<file path="src/rtl/parport_pkg.sv">
`default_nettype none
// ============================================================================
//  Module      : parport_pkg
//  Description : Shared types and default constants for the Centronics
//                printer-side receiver (parport_printer_rx).
//                - pp_state_t : handshake FSM states
//                - c_*_DEFAULT: default FIFO depth, strobe filter length and
//                               ack pulse length (32 MHz clock)
//  Revision    : 1.0  initial release
// ============================================================================
package parport_pkg;

    typedef enum logic [2:0] {
        SYNC   = 3'd0,   // wait for a clean strobe-high after reset
        IDLE   = 3'd1,   // ready for a byte (busy follows FIFO full)
        WAITHI = 3'd2,   // byte taken, wait for host to release strobe
        ACK    = 3'd3,   // drive ack_n low
        HOLD   = 3'd4    // keep busy while the FIFO has no room
    } pp_state_t;

    localparam int c_FIFO_DEPTH_DEFAULT = 16;
    localparam int c_FILTER_DEFAULT     = 4;
    localparam int c_ACK_CYCLES_DEFAULT = 160;   // 5 us at 32 MHz

endpackage : parport_pkg
`default_nettype wire

</file>
<file path="src/rtl/parport_fifo.sv">
`default_nettype none
// ============================================================================
//  Module      : parport_fifo
//  Description : Synchronous first-word-fall-through FIFO. Storage is a flop
//                array; the head entry is presented on o_pop_data whenever
//                o_empty is low. Pushes into a full FIFO and pops from an
//                empty FIFO are ignored.
//  Ports       : clk, rst (async, active high)
//                i_push / i_push_data  - write request and data
//                i_pop                 - consume head entry
//                o_pop_data            - head entry
//                o_full / o_empty      - status
//                o_fill                - occupancy, 0..DEPTH
//  Revision    : 1.0  initial release
// ============================================================================
module parport_fifo #(
    parameter int DEPTH = 16,   // power of two, >= 2
    parameter int WIDTH = 8
) (
    input  logic                     clk,
    input  logic                     rst,
    input  logic                     i_push,
    input  logic [WIDTH-1:0]         i_push_data,
    input  logic                     i_pop,
    output logic [WIDTH-1:0]         o_pop_data,
    output logic                     o_full,
    output logic                     o_empty,
    output logic [$clog2(DEPTH):0]   o_fill
);

    localparam int c_AW = $clog2(DEPTH);
    localparam int c_FW = c_AW + 1;
    localparam logic [c_FW-1:0] c_FULL = c_FW'(DEPTH);

    logic [WIDTH-1:0] mem_q [DEPTH];
    logic [c_AW-1:0]  wr_ptr_q, wr_ptr_d;
    logic [c_AW-1:0]  rd_ptr_q, rd_ptr_d;
    logic [c_FW-1:0]  fill_q,   fill_d;
    logic             w_do_push;
    logic             w_do_pop;

    assign o_full     = (fill_q == c_FULL);
    assign o_empty    = (fill_q == '0);
    assign o_fill     = fill_q;
    assign o_pop_data = mem_q[rd_ptr_q];

    // A push into a full FIFO is dropped even when a pop happens the same
    // cycle; the caller flags that case as an overflow.
    assign w_do_push = i_push && !o_full;
    assign w_do_pop  = i_pop  && !o_empty;

    always_comb begin
        wr_ptr_d = wr_ptr_q;
        rd_ptr_d = rd_ptr_q;
        fill_d   = fill_q;
        if (w_do_push) begin
            wr_ptr_d = wr_ptr_q + c_AW'(1);
        end
        if (w_do_pop) begin
            rd_ptr_d = rd_ptr_q + c_AW'(1);
        end
        case ({w_do_push, w_do_pop})
            2'b10:   fill_d = fill_q + c_FW'(1);
            2'b01:   fill_d = fill_q - c_FW'(1);
            default: fill_d = fill_q;
        endcase
    end

    always_ff @(posedge clk or posedge rst) begin
        if (rst) begin
            wr_ptr_q <= '0;
            rd_ptr_q <= '0;
            fill_q   <= '0;
        end else begin
            wr_ptr_q <= wr_ptr_d;
            rd_ptr_q <= rd_ptr_d;
            fill_q   <= fill_d;
        end
    end

    // Storage needs no reset: contents are only observed behind o_empty.
    always_ff @(posedge clk) begin
        if (w_do_push) begin
            mem_q[wr_ptr_q] <= i_push_data;
        end
    end

endmodule : parport_fifo
`default_nettype wire

</file>
<file path="src/rtl/parport_printer_rx.sv">
`default_nettype none
// ============================================================================
//  Module      : parport_printer_rx
//  Description : Printer-side Centronics receiver. Synchronises and deglitches
//                the host strobe, captures each byte into a FWFT FIFO, drives
//                busy / ack_n, and offers bytes on a valid/ready stream.
//  Ports       : clk32, reset (async, active high)
//                pp_strobe_n, pp_data   - host side inputs (asynchronous)
//                pp_busy, pp_ack_n      - host side handshake outputs
//                out_data/out_valid/out_ready - byte stream to the consumer
//                fill                   - FIFO occupancy
//                overflow               - sticky dropped-byte flag
//  Revision    : 1.0  initial release
// ============================================================================
module parport_printer_rx
    import parport_pkg::*;
#(
    parameter int FIFO_DEPTH = c_FIFO_DEPTH_DEFAULT,
    parameter int FILTER     = c_FILTER_DEFAULT,
    parameter int ACK_CYCLES = c_ACK_CYCLES_DEFAULT
) (
    input  logic                          clk32,
    input  logic                          reset,
    input  logic                          pp_strobe_n,
    input  logic [7:0]                    pp_data,
    output logic                          pp_busy,
    output logic                          pp_ack_n,
    output logic [7:0]                    out_data,
    output logic                          out_valid,
    input  logic                          out_ready,
    output logic [$clog2(FIFO_DEPTH):0]   fill,
    output logic                          overflow
);

    localparam int c_FCW = $clog2(FILTER + 1);
    localparam int c_ACW = $clog2(ACK_CYCLES + 1);
    localparam logic [c_FCW-1:0] c_FILTER_LAST = c_FCW'(FILTER - 1);
    localparam logic [c_ACW-1:0] c_ACK_LAST    = c_ACW'(ACK_CYCLES - 1);

    // ------------------------------------------------------------------
    // Two-flop synchronisers. They reset low so that a strobe high level
    // must be observed (and filtered) before the FSM leaves SYNC.
    // ------------------------------------------------------------------
    logic       strobe_meta_q, strobe_sync_q;
    logic [7:0] data_meta_q,   data_sync_q;

    always_ff @(posedge clk32 or posedge reset) begin
        if (reset) begin
            strobe_meta_q <= 1'b0;
            strobe_sync_q <= 1'b0;
            data_meta_q   <= '0;
            data_sync_q   <= '0;
        end else begin
            strobe_meta_q <= pp_strobe_n;
            strobe_sync_q <= strobe_meta_q;
            data_meta_q   <= pp_data;
            data_sync_q   <= data_meta_q;
        end
    end

    // ------------------------------------------------------------------
    // Strobe filter: the filtered level follows the synced level only after
    // FILTER consecutive samples disagree with it. Filtered level resets
    // low, so a strobe already low at reset release never yields a fall.
    // ------------------------------------------------------------------
    logic             filt_q,     filt_d;
    logic [c_FCW-1:0] filt_cnt_q, filt_cnt_d;
    logic             w_strobe_fall;

    always_comb begin
        filt_d     = filt_q;
        filt_cnt_d = '0;
        if (strobe_sync_q != filt_q) begin
            if (filt_cnt_q == c_FILTER_LAST) begin
                filt_d = strobe_sync_q;
            end else begin
                filt_cnt_d = filt_cnt_q + c_FCW'(1);
            end
        end
    end

    // Fall is flagged in the cycle the filtered level is about to drop, so
    // the byte is captured in the same cycle the filter accepts the edge.
    assign w_strobe_fall = filt_q && !filt_d;

    // ------------------------------------------------------------------
    // FIFO
    // ------------------------------------------------------------------
    logic w_full;
    logic w_empty;
    logic w_capture;
    logic w_push;

    parport_fifo #(
        .DEPTH (FIFO_DEPTH),
        .WIDTH (8)
    ) u_fifo (
        .clk         (clk32),
        .rst         (reset),
        .i_push      (w_push),
        .i_push_data (data_sync_q),
        .i_pop       (out_ready),
        .o_pop_data  (out_data),
        .o_full      (w_full),
        .o_empty     (w_empty),
        .o_fill      (fill)
    );

    assign out_valid = !w_empty;

    // ------------------------------------------------------------------
    // Handshake FSM
    // ------------------------------------------------------------------
    pp_state_t        state_q,    state_d;
    logic [c_ACW-1:0] ack_cnt_q,  ack_cnt_d;
    logic             overflow_q, overflow_d;

    // Any accepted falling edge outside SYNC is a byte, including one from a
    // host that ignored busy; such a byte restarts the handshake.
    assign w_capture = w_strobe_fall && (state_q != SYNC);
    assign w_push    = w_capture && !w_full;

    always_comb begin
        state_d    = state_q;
        ack_cnt_d  = ack_cnt_q;
        overflow_d = overflow_q | (w_capture & w_full);
        pp_busy    = 1'b1;
        pp_ack_n   = 1'b1;

        case (state_q)
            SYNC: begin
                if (filt_q) begin
                    state_d = IDLE;
                end
            end
            IDLE: begin
                pp_busy = w_full;
            end
            WAITHI: begin
                if (filt_q) begin
                    state_d   = ACK;
                    ack_cnt_d = '0;
                end
            end
            ACK: begin
                pp_ack_n = 1'b0;
                if (ack_cnt_q == c_ACK_LAST) begin
                    state_d = HOLD;
                end else begin
                    ack_cnt_d = ack_cnt_q + c_ACW'(1);
                end
            end
            HOLD: begin
                // busy drops in the same cycle the FSM decides to leave
                pp_busy = w_full;
                if (!w_full) begin
                    state_d = IDLE;
                end
            end
            default: begin
                state_d = SYNC;
            end
        endcase

        if (w_capture) begin
            state_d = WAITHI;
        end
    end

    always_ff @(posedge clk32 or posedge reset) begin
        if (reset) begin
            filt_q     <= 1'b0;
            filt_cnt_q <= '0;
            state_q    <= SYNC;
            ack_cnt_q  <= '0;
            overflow_q <= 1'b0;
        end else begin
            filt_q     <= filt_d;
            filt_cnt_q <= filt_cnt_d;
            state_q    <= state_d;
            ack_cnt_q  <= ack_cnt_d;
            overflow_q <= overflow_d;
        end
    end

    assign overflow = overflow_q;

endmodule : parport_printer_rx
`default_nettype wire

</file>
<file path="config.mk">
export PLATFORM = sky130hd
export DESIGN_NAME = parport_printer_rx
export DESIGN_NICKNAME = d
export VERILOG_FILES = /design/src/rtl/parport_pkg.sv /design/src/rtl/parport_fifo.sv /design/src/rtl/parport_printer_rx.sv
export SDC_FILE = /design/constraint.sdc
export NUM_CORES = 1
export LEC_CHECK = 0
export ABC_AREA = 1
export BUFFER_PORTS_ARGS = -buffer_cell sky130_fd_sc_hd__buf_2
export CORE_UTILIZATION = 49
export DETAILED_ROUTE_END_ITERATION = 16
export GPL_TIMING_DRIVEN = 0
export MAX_ROUTING_LAYER = met4
export PLACE_DENSITY = 0.66
export SYNTH_ARGS = -nofsm -noshare
export SYNTH_HDL_FRONTEND = slang
export SYNTH_HIERARCHICAL = 1
export SYNTH_SLANG_ARGS = --single-unit
</file>
<file path="constraint.sdc">
create_clock -name clk32 -period 4.4 [get_ports clk32]
set_input_delay 0.22 -clock clk32 [delete_from_list [all_inputs] [get_ports clk32]]
set_output_delay 0.22 -clock clk32 [all_outputs]
set_load 0.01 [all_outputs]
</file>
==> results.md <==
- Sink Count: 175
- Period minus WS final: 2.76 ns
- CTS Buf Count: 17
- RSZ-0062 raised after global routing: false
- Setup Skew: 0.00826 ns
- Die Y: 127 um
- Initial Util: 50.4%
- Final Cell Area: 8750 um^2
- Worst vdd ir: 0.000325 V
- Slew @ Worst Pin: 0.799 ns
- Distinct cells, synth: 33
- Die Footprint: 16,100 um^2
- Reg2Reg Depth: 9
- Crit path DAT: 2.81 ns
- H-tree levels: 4
- Initial antenna violation count: 0
- CTS tree: yes
- Post-synthesis async set-or-reset flop share: 26.9%
- Setup TNS: 0 ns
- Met3 Routed Length: 745 um
- Syn_nets: 791
- First-pass DRT Iterations: 5
- Clk Latency, worst-skew pair: 0.43 ns
- Share of cells above drive strength 1: 11.8%
- Post-DP Area: 8040 um^2
- Synth-to-Final Area Change: 14.3%
- Synth top area share: 50.2%
- Post-synth EDFFs: 128
- Hpwl dp: 11,000 um
- Met2 WL: 7640 um
- Hold WC Path Type: in2reg
- Crit path max fanout: 8
- GP Congestion: 0.902
- Fillcell total: 1,319
- Final-stage net count: 849
- Clock transition at the registers of the reported paths: 0.07 ns
- FMAX: 363 MHz
- Crit Path Class: reg2reg
- # DRC: 0
- DRT met1 WL: 6980 um
- PortBufs: 28
- Clock tree buffer depth: 2
- Primary FF master, synth: edfxtp_1
- CP required: 4.46 ns
- Grt total ovfl: 0
- Largest net degree at the start of global routing: 35
- Area of the multi-input gates: 2170 um^2
- IO Pins: 29
- Vias in the first global route: 5,163
- DR iter-0 viols: 407
- Final Hold Vio Count: 0
- Crit path launch type: flop
- Sequential share of the synthesized area: 65.5%
- ANT cells: 0
- Hold depth: 4
- Syn Inst Count: 767
- Sequential Area: 5020 um^2
- Core Area: 15,200 um^2
- Avg WL per Cell: 15.4 um
- PostCTS Resize Cnt: 0
- Routed wire length: 15,800 um
- Part of the cycle the worst path needs: 62.6%
- Final Max Tran Viols: 0
- Cell taking the most area after synthesis: edfxtp_1
- #FFs+latches synth: 175
- Pleak: 0.00391 uW
- Clk root buf: clkbuf_16
- Syn Std Cell Area: 7660 um^2
- Outcome: complete, no violations
- Synth area leaders: edfxtp_1 50%, dfrtp_1 15%, nand2_1 13%
- # Post-CTS Setup Buffers: 0
- First-pass GRT wire length: 26,100 um
- Via Count: 5,242
- Vias/cell: 5.11
- # rows: 45
- ANT nets after route: 0
- GRT Util Overall: 22.5%
- Die outline width: 127 um
- Max-slew headroom: 46.6%
- Max Cap Viol: 0
- Yosys warns: 6
- Critical Path End Type: flop
- Cell Pwr Density: 572 nW/um^2
- Final setup viols: 0
- Top Metal Used: met4
- Syn avg cell area: 9.99 um^2
[synthesized netlist by cell type (all sizes together) (2+ instances only)]
library cell	instances
nor3	2
clkbuf	3
buf	18
dfrtp	47
nand3	70
xor2	5
xnor2	4
o21ai	11
nand4	9
edfxtp	128
ha	11
inv	92
nor2	82
nand2	278
[layer usage]
metal  up-vias  track usage, %
li1       2572               -
met2       150            35.8
met5         -               -
met1      2488            28.4
met4         0            9.87
met3        32            4.36
[layout make-up]
class,count,share of cell area [%]
Timing Repair Buffer,39,3.06
Buffer,21,1.27
Tap cell,188,2.69
Clock buffer,19,5.30
Clock inverter,13,1.43
Sequential cell,175,57.4
Inverter,93,4.05
Multi-Input combinational cell,478,24.8
[path summary, 6_finish.rpt]
check                                    startpoint                        endpoint  slack (ns)
max                         filt_cnt_q[0]$_DFF_PP0_    u_fifo/mem_q[4][5]$_DFFE_PP_        1.64
min                                       out_ready  u_fifo/rd_ptr_q[3]$_DFFE_PP0P_        0.25
max reg2reg                 filt_cnt_q[0]$_DFF_PP0_    u_fifo/mem_q[4][5]$_DFFE_PP_        1.64
min reg2reg                data_meta_q[2]$_DFF_PP0_        data_sync_q[2]$_DFF_PP0_        0.35
max in group asynchronous                     reset  u_fifo/rd_ptr_q[0]$_DFFE_PP0P_        3.60
min in group asynchronous                     reset              overflow$_DFF_PP0_        0.29
[registers in the layout, summed over array words and instances, names as in the netlist]
signal and count:
strobe_sync_q 1, overflow 1, filt_cnt_q 3, state_q 3, ack_cnt_q 8, u_fifo/o_fill 5
data_meta_q 8, u_fifo/rd_ptr_q 4, data_sync_q 8, strobe_meta_q 1, u_fifo/mem_q 128, u_fifo/wr_ptr_q 4
filt_q 1
[through the flow]
stage / total power, uW / hold slack, ns / setup slack (ns) / utilization (%) / std cells
after floorplan: 3050 / 0.0970 / 2.04 / - / 767
after global placement: 3490 / 0.289 / 1.79 / 52.9 / 983
after detailed placement: 3540 / 0.314 / 1.64 / 52.9 / 983
after CTS: 5020 / 0.225 / 1.62 / 57.4 / 1025
after global routing: 5330 / 0.283 / 1.41 / 57.6 / 1026
final: 5010 / 0.255 / 1.64 / 57.6 / 1026
[cells in the final DEF (no fill, tap or decap), drive strengths merged]
| cell type | count |
|---|---|
| xnor2 | 4 |
| o21ai | 11 |
| nor3 | 2 |
| dfrtp | 47 |
| bufinv | 1 |
| a31oi | 1 |
| or2 | 1 |
| nor2 | 82 |
| edfxtp | 128 |
| nand2 | 278 |
| ha | 11 |
| buf | 47 |
| nand3 | 70 |
| clkinvlp | 1 |
| clkinv | 7 |
| o21bai | 1 |
| clkbuf | 22 |
| inv | 97 |
| a21oi | 1 |
| xor2 | 5 |
| dlygate4sd3 | 10 |
| o22ai | 1 |
| nand4 | 9 |
| fa | 1 |
[cells by family (layout without fill, tap and decap cells)]
| kind of cell | after synthesis | after routing | share of synthesized area (%) |
|---|---|---|---|
| buffers and inverters | 114 | 185 | 6.08 |
| and+or+nand+nor | 442 | 442 | 24.3 |
| xor gates and xnor gates | 9 | 9 | 1.03 |
| DFF | 175 | 175 | 65.5 |
| AOI/OAI and AO/OA | 15 | 15 | 1.05 |
| adders and majority gates | 12 | 12 | 2.06 |
[timing repair]
action / 4_1_cts / 5_1_grt
setup endpoints to repair: 0 / 0
hold buffers: 10 / 0
endpoints found under the hold margin: 22 / 0
[critical path, cell delays in order (launching register included)]
cell	delay [ns]
dfrtp_1	0.36
ha_1	0.16
inv_1	0.05
nor2_1	0.26
nand4_4	0.23
nor2_1	0.14
nand2_1	0.17
inv_1	0.20
nand2_1	0.18
nor2_1	0.64
[report_power, final]
group / switching, uW / internal [uW]
Combinational: 1040 / 535
Clock: 639 / 839
Sequential: 101 / 1850
(Power assumes the default switching activity.)
